$ cat config.mk
export PLATFORM = sky130hd
export DESIGN_NAME = bcd_conv_ctrl
export DESIGN_NICKNAME = d
export VERILOG_FILES = /design/src/rtl/bcd_conv_ctrl.sv
export SDC_FILE = /design/constraint.sdc
export NUM_CORES = 1
export LEC_CHECK = 0
export BUFFER_PORTS_ARGS = -buffer_cell sky130_fd_sc_hd__buf_4
export CORE_AREA = 3 3 155 82
export DETAILED_ROUTE_END_ITERATION = 10
export DIE_AREA = 0 0 158 85
export HOLD_SLACK_MARGIN = 0.06
export PLACE_DENSITY = 0.7
export SLEW_MARGIN = 20
export SYNTH_ARGS = -nofsm -noshare
export SYNTH_HDL_FRONTEND = slang
export SYNTH_SLANG_ARGS = --single-unit
export TNS_END_PERCENT = 50
$ cat constraint.sdc
create_clock -name clk -period 3.35 [get_ports clk]
set_input_delay 0.335 -clock clk [delete_from_list [all_inputs] [get_ports clk]]
set_output_delay 0.335 -clock clk [all_outputs]
set_load 0.05 [all_outputs]
$ cat src/rtl/bcd_conv_ctrl.sv
// bcd_conv_ctrl: sequential binary-to-BCD converter (shift-add-3 method).
// Optional leading-zero blanking when BCD_CONV_BLANK_EN is defined.
module bcd_conv_ctrl #(
  parameter int BIN_W  = 32,
  parameter int DIGITS = 10
) (
  input  logic                  clk,
  input  logic                  rst_n,
  input  logic                  in_valid,
  output logic                  in_ready,
  input  logic [BIN_W-1:0]      bin,
  output logic                  out_valid,
  input  logic                  out_ready,
  output logic [DIGITS*4-1:0]   bcd,
  output logic                  busy,
  output logic [DIGITS-1:0]     blank_mask
);

  localparam int W  = DIGITS * 4;
  localparam int CW = $clog2(BIN_W + 1);

  typedef enum logic [1:0] {
    IDLE,
    SHIFT,
    DONE
  } state_e;

  state_e           state_q;
  logic             in_ready_q;
  logic             out_valid_q;
  logic             busy_q;
  logic [BIN_W-1:0] sh_q;
  logic [W-1:0]     acc_q;
  logic [W-1:0]     bcd_q;
  logic [CW-1:0]    cnt_q;

  logic [W-1:0]     acc_adj;
  logic [W-1:0]     acc_d;
  logic [BIN_W-1:0] sh_d;
  logic             last;

  // One shift-add-3 step: correct digits first, then shift the operand MSB in
  always_comb begin
    acc_adj = acc_q;
    for (int i = 0; i < DIGITS; i++) begin
      if (acc_q[4*i +: 4] >= 4'd5)
        acc_adj[4*i +: 4] = acc_q[4*i +: 4] + 4'd3;
    end
    acc_d = (acc_adj << 1) | W'(sh_q[BIN_W-1]);
    sh_d  = sh_q << 1;
    last  = (cnt_q == CW'(BIN_W - 1));
  end

  // Control FSM with registered handshake outputs and result register
  always_ff @(posedge clk or negedge rst_n) begin
    if (!rst_n) begin
      state_q     <= IDLE;
      in_ready_q  <= 1'b1;
      out_valid_q <= 1'b0;
      busy_q      <= 1'b0;
      sh_q        <= '0;
      acc_q       <= '0;
      bcd_q       <= '0;
      cnt_q       <= '0;
    end else begin
      unique case (state_q)
        IDLE: begin
          if (in_valid) begin
            sh_q       <= bin;
            acc_q      <= '0;
            cnt_q      <= '0;
            state_q    <= SHIFT;
            in_ready_q <= 1'b0;
            busy_q     <= 1'b1;
          end
        end
        SHIFT: begin
          acc_q <= acc_d;
          sh_q  <= sh_d;
          cnt_q <= cnt_q + CW'(1);
          if (last) begin
            state_q     <= DONE;
            busy_q      <= 1'b0;
            out_valid_q <= 1'b1;
            bcd_q       <= acc_d;
          end
        end
        DONE: begin
          if (out_ready) begin
            state_q     <= IDLE;
            out_valid_q <= 1'b0;
            in_ready_q  <= 1'b1;
          end
        end
        default: begin
          state_q     <= IDLE;
          in_ready_q  <= 1'b1;
          out_valid_q <= 1'b0;
          busy_q      <= 1'b0;
        end
      endcase
    end
  end

  assign in_ready  = in_ready_q;
  assign out_valid = out_valid_q;
  assign busy      = busy_q;
  assign bcd       = bcd_q;

`ifdef BCD_CONV_BLANK_EN
  logic [DIGITS-1:0] blank_d;
  logic [DIGITS-1:0] blank_q;
  logic              zero_run;

  // Digit i is blank when it and every higher digit are zero; digit 0 never
  always_comb begin
    blank_d  = '0;
    zero_run = 1'b1;
    for (int i = DIGITS - 1; i >= 1; i--) begin
      zero_run   = zero_run & (acc_d[4*i +: 4] == 4'd0);
      blank_d[i] = zero_run;
    end
  end

  // Blank mask is captured on the same edge as the result
  always_ff @(posedge clk or negedge rst_n) begin
    if (!rst_n)
      blank_q <= '0;
    else if (state_q == SHIFT && last)
      blank_q <= blank_d;
  end

  assign blank_mask = blank_q;
`else
  assign blank_mask = '0;
`endif

endmodule

==> results of run 1 <==
==> layout by cell type, fill, tap and decap left out, drive strengths merged, types with 11 or more instances in the layout <==
master,n
nand2,35
nand2b,11
mux2,21
nor2,27
dfrtp,122
a21oi,63
o21ai,56
inv,30
nor3,11
o22ai,63
ha,21
clkbuf,25
buf,86
a22o,12
==> final cells by class <==
cell class,count,area share (%)
Clock buffer,25,7.048
Clock inverter,7,1.535
Inverter,30,1.570
Multi-Input combinational cell,388,34.65
Sequential cell,123,42.93
Tap cell,150,2.617
Timing Repair Buffer,87,9.648
==> metrics by stage <==
stage | hold WS (ns) | area (µm²) | instances | utilization (%) | worst slack, ns
after global routing | 0.1320 | 7172 | 810 | 62.22 | 1.259
after floorplan | 0.03941 | 5911 | 585 | - | 1.746
after global placement | 0.4685 | 6515 | 776 | 56.52 | 1.457
final | 0.1359 | 7172 | 810 | 62.22 | 1.439
after CTS | 0.1241 | 7131 | 808 | 61.87 | 1.332
after detailed placement | 0.4856 | 6515 | 776 | 56.52 | 1.387
==> registers in the layout (all words and copies together), names as in the netlist <==
| signal | flops |
|---|---|
| state_q | 2 |
| in_ready | 1 |
| bcd | 40 |
| busy | 1 |
| sh_q | 32 |
| out_valid | 1 |
| acc_q | 40 |
| cnt_q | 6 |
==> kinds of logic (layout without fill, tap and decap cells) <==
group / Yosys count / after routing / share of synthesized area (%)
other: 1 / 10 / 0.06381
and+or+nand+nor: 108 / 108 / 9.559
buffers and inverters: 74 / 149 / 6.067
AOI/OAI and AO/OA: 211 / 211 / 20.74
xor gates and xnor gates: 10 / 10 / 1.490
muxes: 28 / 28 / 5.216
DFF: 123 / 123 / 52.40
adders and majority gates: 21 / 21 / 4.471
==> routing by layer <==
| layer | up-vias | global-route usage (%) | routed length [µm] |
|---|---|---|---|
| met2 | 165 | 31.71 | 6003 |
| met3 | 21 | 6.521 | 879 |
| met1 | 2289 | 31.22 | 6433 |
| li1 | 2212 | - | - |
| met4 | 0 | 6.245 | 176 |
| met5 | - | 0 | 0 |
==> repair_timing <==
action	in CTS	in global routing
endpoints found under the setup margin	0	0
hold buffers	0	1
endpoints found under the hold margin	0	3
==> synthesized netlist by cell type (all sizes together), types with 7 or more instances <==
cell | n | area (µm²)
nor2 | 27 | 101.4
mux2i | 7 | 70.07
o21ai | 56 | 284.0
buf | 30 | 190.2
nand2b | 11 | 76.32
nor3 | 11 | 66.32
inv | 30 | 112.6
a22o | 12 | 105.1
ha | 21 | 262.8
xnor2 | 10 | 87.58
a31oi | 10 | 62.56
or3b | 10 | 87.58
o22ai | 63 | 394.1
clkbuf | 14 | 53.80
nor3b | 9 | 67.56
mux2 | 21 | 236.5
dfrtp | 122 | 3053
a21oi | 63 | 315.3
nand2 | 35 | 131.4
==> worst max-delay path, stage by stage, from the launching register on <==
cell,delay [ns]
dfrtp_1,0.54
nand2b_4,0.17
buf_4,0.60
nor3_1,0.13
o21ai_0,0.20
o21ai_0,0.10
==> where the power goes <==
group	internal, mW	leakage [nW]	switching (mW)
Sequential	2.15	1.54	0.589
Clock	1.26	0.307	0.634
Combinational	1.34	1.39	2.15
==> worst max-delay path by stage <==
stage                           from         to  slack (ns)  cells past startpoint
after floorplan             cnt_q[0]    bcd[13]        1.75                      5
after global placement      in_valid  acc_q[11]        1.46                      4
after detailed placement    in_valid  acc_q[19]        1.39                      4
after CTS                 state_q[0]   acc_q[7]        1.33                      3
after global routing      state_q[0]  acc_q[27]        1.26                      5
final                     state_q[0]  acc_q[39]        1.44                      5
==> flow_metrics.py, run 1 <==
metrics = {
    "routing": {
        "vias": 4687,
        "drc": 0,
        "wl_per_cell_um": 16.66,
        "first_pass_iters": 5,
        "viasPerCell": 5.786,
        "postRouteAntennaNets": 0,
        "wl_mm": 13.49,
        "drt-initial-drc-count": 351,
    },
    "global_route": {
        "grt_max_degree": 90,
        "grt_pass1_wl_mm": 23.07,
        "antenna_found_initial": 0,
        "grtUsageTotal_pct": 21.58,
        "grt-ovfl-total": 0,
        "grt_pass1_vias": 4660,
    },
    "timing": {
        "tightest_slew_ns": 1.041,
        "finalCritPeriodShare_pct": 57.05,
        "finalHoldViolCount": 0,
        "totalNegativeSetupSlack_ns": 0,
        "layout_min_cycle_time_ns": 1.911,
        "max_freq_mhz": 523.2,
        "relSlewSlack_pct": 30.51,
        "clock_skew_ns": 0.004105,
        "rsz0062_at_grt": "false",
        "setup-violations-final": 0,
        "maxSlewViolCount": 0,
    },
    "yosys": {
        "netlist_instances": 576,
        "yosys_warnings": 0,
        "syn_area_per_cell_um2": 10.20,
        "ys_seq_elements": 123,
        "synth_seq_area_share_pct": 52.40,
        "synth_flop_cell": "dfrtp_1",
        "synth_edf_count": 0,
        "synth-async-reset-ratio_pct": 100.0,
        "ys_types": 37,
        "synthesis.area_um2": 5877,
    },
    "min_path": {
        "whs_endpoint": "state_q[1]",
        "worstHoldPathCells": 2,
        "min_from": "out_ready",
        "min_path_type": "input port to register",
    },
    "layout": {
        "multi_input_area_um2": 2485,
        "nFillCells": 950,
        "finalNetCount": 704,
        "n_antenna_cell": 0,
        "area_growth_syn_to_layout_pct": 22.04,
        "seq_area_um2": 3079,
        "drive_above_1_share_pct": 21.82,
    },
    "setup_path": {
        "critPathLaunchType": "register",
        "cp_max_fo": 73,
        "timing.rr.start": "state_q[0]",
        "path_class": "register to register",
        "worstPathRequired_ns": 3.61,
        "reg2reg_depth": 5,
        "timing.rr.end": "acc_q[39]",
        "cp.arrival_ns": 2.17,
        "reg2reg_slack_ns": 1.44,
        "cp-end-kind": "register",
    },
    "die": {
        "die_h_um": 85,
        "row_count": 28,
        "die_x_um": 158,
        "dieArea_um2": 13430,
        "core_um2": 11530,
        "ios": 89,
        "start_util_pct": 50.99,
    },
    "clock_network": {
        "clock-sinks": 123,
        "clk_latency_ns": 0.41,
        "root_buffer": "clkbuf_16",
        "cts_buffer_depth": 2,
        "ctsResizeCount": 0,
        "post_cts_buffers": 0,
        "cts_tree": "yes",
        "cts_inserted_buffers": 17,
        "htree_levels": 4,
        "path_clk_slew_ns": 0.05,
    },
    "power": {
        "total_power_mw": 8.131,
        "ir_worst_vdd_mv": 0.4828,
        "power.density_nw_per_um2": 1134,
        "p_leak_nw": 3.236,
    },
    "placed_design": {
        "port-buffer-count": 78,
        "place_congestion": 0.7943,
        "post-dp-hpwl_mm": 8.603,
    },
    "outcome": {
        "status": "finished, final reports clean",
    },
    "flow_run": {
        "cap_viol_max_count": 0,
    },
}
Note: power is estimated with default switching activity, not from simulation.
==> run 2: changes to the inputs <==
--- a/config.mk
+++ b/config.mk
@@ -6,11 +6,11 @@
 export NUM_CORES = 1
 export LEC_CHECK = 0
 export BUFFER_PORTS_ARGS = -buffer_cell sky130_fd_sc_hd__buf_4
-export CORE_AREA = 3 3 155 82
+export CORE_AREA = 3 3 156 82
 export DETAILED_ROUTE_END_ITERATION = 10
-export DIE_AREA = 0 0 158 85
+export DIE_AREA = 0 0 159 85
 export HOLD_SLACK_MARGIN = 0.06
-export PLACE_DENSITY = 0.7
+export PLACE_DENSITY = 0.72
 export SLEW_MARGIN = 20
 export SYNTH_ARGS = -nofsm -noshare
 export SYNTH_HDL_FRONTEND = slang
==> constraint.sdc (replaced) <==
create_clock -name clk -period 1.7 [get_ports clk]
set_input_delay 0.17 -clock clk [delete_from_list [all_inputs] [get_ports clk]]
set_output_delay 0.17 -clock clk [all_outputs]
set_load 0.05 [all_outputs]
==> run 2 against run 1 <==
Net effect:
- global-route usage shrank 0.91 points
- flip-flop and latch count is the same
- sequential power grew 97%
- highest routed layer unchanged
- largest power group unchanged
- count of clock-buffer cells in the layout shrank 4
- cell count grew 6.5%
- die area grew 0.63%
- sequential share of layout area shrank 2.5 points
- cell area grew 6.3%
- register-to-register slack lost 1.4 ns
==> flow_metrics.py, run 2 (synthesized netlist as in run 1, its figures left out) <==
metrics = {
    "setup_path": {
        "cp-startpoint": "cnt_q[0]",
        "crit_slowest_cell": "dfrtp_1",
        "timing.rr.start": "cnt_q[0]",
        "reg2reg_depth": 5,
        "cp-end-kind": "register",
        "cp_max_fo": 37,
        "cp_num_cells": 5,
        "crit_path_end": "bcd[17]",
        "reg2reg_slack_ns": 0.04,
        "critPathTopFamily": "simple AND/OR/NAND/NOR gates",
        "timing.rr.end": "bcd[17]",
        "cp_slowest_stage_delay_ns": 0.38,
        "path_class": "register to register",
        "worstPathRequired_ns": 1.98,
        "critPathLaunchType": "register",
        "path_buf_inv": 1,
        "path_cells": "ha_1 > nand4_1 > nor3_4 > buf_12 > mux2_1",
        "cp.arrival_ns": 1.94,
    },
    "timing": {
        "setup-violations-final": 0,
        "clock_skew_ns": 0.01155,
        "fin_ws_ns": 0.04373,
        "hold_slack_ns": 0.07418,
        "finalHoldViolCount": 0,
        "rsz0062_at_grt": "true",
        "maxSlewViolCount": 0,
        "max_freq_mhz": 603.8,
        "layout_min_cycle_time_ns": 1.656,
        "finalCritPeriodShare_pct": 97.43,
    },
    "routing": {
        "vias": 4718,
        "postRouteAntennaNets": 0,
        "wl_per_cell_um": 15.47,
        "drc": 0,
        "viasPerCell": 5.467,
        "wl_mm": 13.35,
        "drt-initial-drc-count": 282,
        "first_pass_iters": 4,
    },
    "placed_design": {
        "post-dp-hpwl_mm": 8.412,
        "place_congestion": 0.7641,
        "dpl_worst_slack_ns": -0.01202,
        "port-buffer-count": 78,
    },
    "global_route": {
        "grtUsageTotal_pct": 20.67,
        "antenna_found_initial": 0,
        "grt_pass1_vias": 4761,
        "grt_max_degree": 74,
        "grt_pass1_wl_mm": 22.80,
        "grt-ovfl-total": 0,
    },
    "outcome": {
        "status": "finished, final reports clean",
    },
    "clock_network": {
        "cts_tree": "yes",
        "clk_latency_ns": 0.41,
        "htree_levels": 4,
        "root_buffer": "clkbuf_16",
        "clock-sinks": 123,
        "cts_inserted_buffers": 17,
        "path_clk_slew_ns": 0.05,
        "cts_buffer_depth": 2,
    },
    "layout": {
        "area_growth_syn_to_layout_pct": 29.74,
        "most-common-layout-cells": "118 x dfrtp_1, 94 x buf_4, 63 x o22ai_1",
        "drive_above_1_share_pct": 25.21,
        "nFillCells": 910,
        "n_antenna_cell": 0,
        "finalNetCount": 742,
        "final_common_cell": "dfrtp_1",
    },
    "flow_run": {
        "cap_viol_max_count": 0,
    },
    "die": {
        "core_um2": 11630,
        "die_h_um": 85,
        "start_util_pct": 50.53,
        "dieArea_um2": 13520,
        "die_x_um": 159,
        "row_count": 28,
        "ios": 89,
    },
    "min_path": {
        "min_path_type": "input port to register",
    },
    "power": {
        "power.density_nw_per_um2": 2136,
        "p_leak_nw": 3.404,
        "ir_worst_vdd_mv": 0.8283,
    },
}
==> run 2: per-stage QoR <==
| stage | cells | instance area [µm²] | util, % | total power, mW | setup TNS [ns] |
|---|---|---|---|---|---|
| 3_3_place_gp | 805 | 6711 | 57.70 | 12.04 | 0 |
| 6_report | 863 | 7625 | 65.56 | 16.29 | 0 |
| 4_1_cts | 861 | 7571 | 65.09 | 16.24 | 0 |
| 5_1_grt | 863 | 7625 | 65.56 | 17.42 | -0.5416 |
| 3_5_place_dp | 805 | 6711 | 57.70 | 12.33 | -0.01202 |
| 2_1_floorplan | 585 | 5911 | - | 10.30 | 0 |
==> run 2: worst min path at each step <==
stage / startpoint / end / slack, ns / cells past startpoint
floorplan: rst_n / acc_q[0] / -0.13 / 0
global placement: rst_n / cnt_q[2] / 0.14 / 1
detailed placement: rst_n / acc_q[36] / 0.14 / 1
CTS: bin[30] / sh_q[30] / 0.06 / 3
global route: bin[22] / sh_q[22] / 0.07 / 3
finish: bin[30] / sh_q[30] / 0.07 / 3
==> run 2: timing repair <==
action / CTS / global route
pin swaps: 0 / 2
hold endpoints to repair: 58 / 0
endpoints found under the setup margin: 2 / 34
resized for setup: 2 / 16
buffers inserted: 0 / 2
hold buffers: 24 / 0
==> run 2: worst min-delay path, cell delays in order <==
cell	delay, ns
buf_4	0.08
o22ai_1	0.06
a21oi_1	0.13
==> run 2: power by group <==
group | total (mW) | internal (mW) | switching [mW]
sequential | 5.39 | 4.25 | 1.14
clock | 3.72 | 2.42 | 1.30
combinational | 7.17 | 2.89 | 4.28
==> run 2: area by class of cell <==
cell class | instances | area, µm² | share of cell area [%]
clock buffer | 21 | 470.5 | 6.170
sequential | 123 | 3084 | 40.45
clock inverter | 11 | 141.4 | 1.854
tap | 165 | 206.4 | 2.708
multi-input combinational | 388 | 2524 | 33.10
timing repair buffer | 125 | 1086 | 14.24
inverter | 30 | 112.6 | 1.477
==> run 2: metal layers <==
layer	wire, µm	global-route usage (%)	up-vias
li1	-	-	2286
met1	6100	27.09	2302
met2	6395	34.02	116
met3	722	5.510	14
met4	130	6.751	0
met5	0	0	-
==> run 3: changes to the inputs <==
==> config.mk (replaced) <==
export PLATFORM = sky130hd
export DESIGN_NAME = bcd_conv_ctrl
export DESIGN_NICKNAME = d
export VERILOG_FILES = /design/src/rtl/bcd_conv_ctrl.sv
export SDC_FILE = /design/constraint.sdc
export NUM_CORES = 1
export LEC_CHECK = 0
export BUFFER_PORTS_ARGS = -buffer_cell sky130_fd_sc_hd__buf_2
export CORE_AREA = 3 3 158 83
export DETAILED_ROUTE_END_ITERATION = 10
export DIE_AREA = 0 0 161 86
export HOLD_SLACK_MARGIN = 0.06
export PLACE_DENSITY = 0.7
export SLEW_MARGIN = 20
export SYNTH_ARGS = -nofsm -noshare
export SYNTH_HDL_FRONTEND = slang
export SYNTH_SLANG_ARGS = --single-unit
export TNS_END_PERCENT = 50
==> run 3 against run 2 <==
Net effect:
- the run now ends with negative setup slack left
- critical endpoint is now bcd[37]
- fmax shrank 8.7%
- critical path type unchanged
- via count is 2.8% higher
- non-clock buffer count is 14 higher
- worst hold slack got worse by 0.011 ns
- routed wire length is 4.5% higher
- critical path depth is 1 higher
- sequential power is essentially flat
- die area grew 2.4%
- clock skew down 0.0026 ns
- first-iteration DRC count down 20%
==> flow_metrics.py, run 3 (synthesized netlist as in run 1, its figures left out) <==
metrics = {
    "power": {
        "p_sw_mw": 6.769,
        "power_frac_comb_pct": 44.9,
        "swShare_pct": 42.71,
        "ir_worst_vdd_mv": 0.8394,
        "seqPwrFrac_pct": 34.0,
        "p_leak_nw": 3.448,
        "power.density_nw_per_um2": 2073,
        "intPower_mw": 9.079,
        "power_frac_clock_pct": 21.1,
    },
    "layout": {
        "finalNetCount": 756,
        "area_growth_syn_to_layout_pct": 30.06,
        "final_area_um2": 7644,
        "most-common-layout-cells": "119 x dfrtp_1, 77 x buf_2, 63 x o22ai_1",
        "final_common_cell": "dfrtp_1",
        "n_antenna_cell": 0,
        "drive_above_1_share_pct": 29.92,
    },
    "outcome": {
        "status": "finished, violations left",
        "violations": "negative setup slack",
    },
    "global_route": {
        "grtUsageTotal_pct": 20.41,
        "met3_usage_pct": 5.837,
        "grt_pass1_vias": 4878,
        "grt_use_met2_pct": 33.70,
        "grtUsageMet1_pct": 27.00,
        "grt_pass1_wl_mm": 23.00,
        "grt_max_degree": 74,
        "antenna_found_initial": 0,
        "busiest_layer": "met2",
        "grt-ovfl-total": 0,
    },
    "die": {
        "dieArea_um2": 13850,
        "core_um2": 11770,
        "die_x_um": 161,
        "start_util_pct": 49.93,
        "die_h_um": 86,
        "ios": 89,
        "row_count": 28,
    },
    "min_path": {
        "min_path_type": "input port to register",
    },
    "timing": {
        "maxSlewViolCount": 0,
        "max_freq_mhz": 551.4,
        "rsz0062_at_grt": "true",
        "setup-violations-final": 35,
        "finalHoldViolCount": 0,
        "clock_skew_ns": 0.008942,
        "fin_ws_ns": -0.1137,
        "finalCritPeriodShare_pct": 106.7,
        "totalNegativeSetupSlack_ns": -1.939,
        "layout_min_cycle_time_ns": 1.814,
    },
    "clock_network": {
        "htree_levels": 4,
        "clock-sinks": 123,
        "cts_inserted_buffers": 17,
        "cts_buffer_depth": 2,
        "root_buffer": "clkbuf_16",
        "clk_latency_ns": 0.41,
        "cts_tree": "yes",
        "path_clk_slew_ns": 0.06,
    },
    "flow_run": {
        "cap_viol_max_count": 0,
    },
    "setup_path": {
        "cp-end-kind": "register",
        "critPathLaunchType": "register",
        "worstPathRequired_ns": 1.99,
        "cp.arrival_ns": 2.10,
        "path_class": "register to register",
        "cp_max_fo": 8,
    },
    "routing": {
        "wl_per_cell_um": 15.90,
        "drt-initial-drc-count": 226,
        "vias": 4848,
        "first_pass_iters": 5,
        "wl_mm": 13.95,
        "viasPerCell": 5.528,
        "postRouteAntennaNets": 0,
        "drc": 0,
    },
    "placed_design": {
        "postPlaceCellArea_um2": 6476,
        "post-dp-hpwl_mm": 8.384,
        "port-buffer-count": 78,
        "place_congestion": 0.7626,
    },
}
[run 3: what timing repair did]
item,CTS,global route
pin swaps,0,8
setup endpoints to repair,2,46
cloned,0,3
setup buffers,0,14
resized for setup,2,69
hold endpoints to repair,107,0
hold buffers,23,0
[run 3: area by class of cell]
| cell class | count | area, µm² |
|---|---|---|
| well taps | 165 | 206.4 |
| repair buffers | 139 | 1070 |
| clock buffers | 20 | 446.7 |
| clock inverters | 12 | 100.1 |
| inverters | 30 | 112.6 |
| flip-flops and latches | 123 | 3083 |
| multi-input cells | 388 | 2625 |
| fillers | 948 | 4128 |
[run 3: power by group through the flow]
stage | Sequential (mW) | Clock (mW) | Combinational, mW
after floorplan | 6.48 | 0 | 3.82
after global placement | 5.28 | 0 | 6.45
after detailed placement | 5.32 | 0 | 6.66
after CTS | 5.30 | 3.40 | 6.74
after global routing | 5.58 | 3.53 | 7.88
final | 5.38 | 3.34 | 7.12
[run 3: stage by stage]
| stage | instances | total power [mW] | hold slack [ns] | worst slack [ns] | utilization (%) |
|---|---|---|---|---|---|
| 6_report | 877 | 15.85 | 0.06307 | -0.1137 | 64.93 |
| 2_1_floorplan | 585 | 10.30 | -0.1256 | 0.09561 | - |
| 4_1_cts | 861 | 15.44 | 0.06028 | 0.01197 | 61.68 |
| 3_5_place_dp | 806 | 11.97 | 0.05889 | 0.01632 | 55.02 |
| 3_3_place_gp | 806 | 11.73 | 0.06196 | 0.06779 | 55.02 |
| 5_1_grt | 877 | 16.99 | 0.07859 | -0.2207 | 64.93 |
[run 3: layer usage]
metal,part of all wire (%),up-vias
met5,0,-
li1,-,2312
met4,0.76,0
met1,46,2398
met2,48,128
met3,5.0,10
[run 3: critical path, cell delays in order (launching register included)]
cell and delay (ns):
dfrtp_1 0.38, ha_2 0.23, nand4_1 0.19, nor3_4 0.28
buf_6 0.16, buf_12 0.15, mux2_4 0.30
[run 3: final timing paths]
kind / startpoint / endpoint / slack (ns) / depth (start not counted)
max in group asynchronous: rst_n / acc_q[4] / 0.74 / 3
worst max-delay path: cnt_q[1] / bcd[37] / -0.11 / 6
min in group asynchronous: rst_n / bcd[25] / 0.17 / 2
worst min-delay path: bin[10] / sh_q[10] / 0.06 / 3
worst min register to register: in_ready / in_ready / 0.50 / 2
worst max register to register: cnt_q[1] / bcd[37] / -0.11 / 6
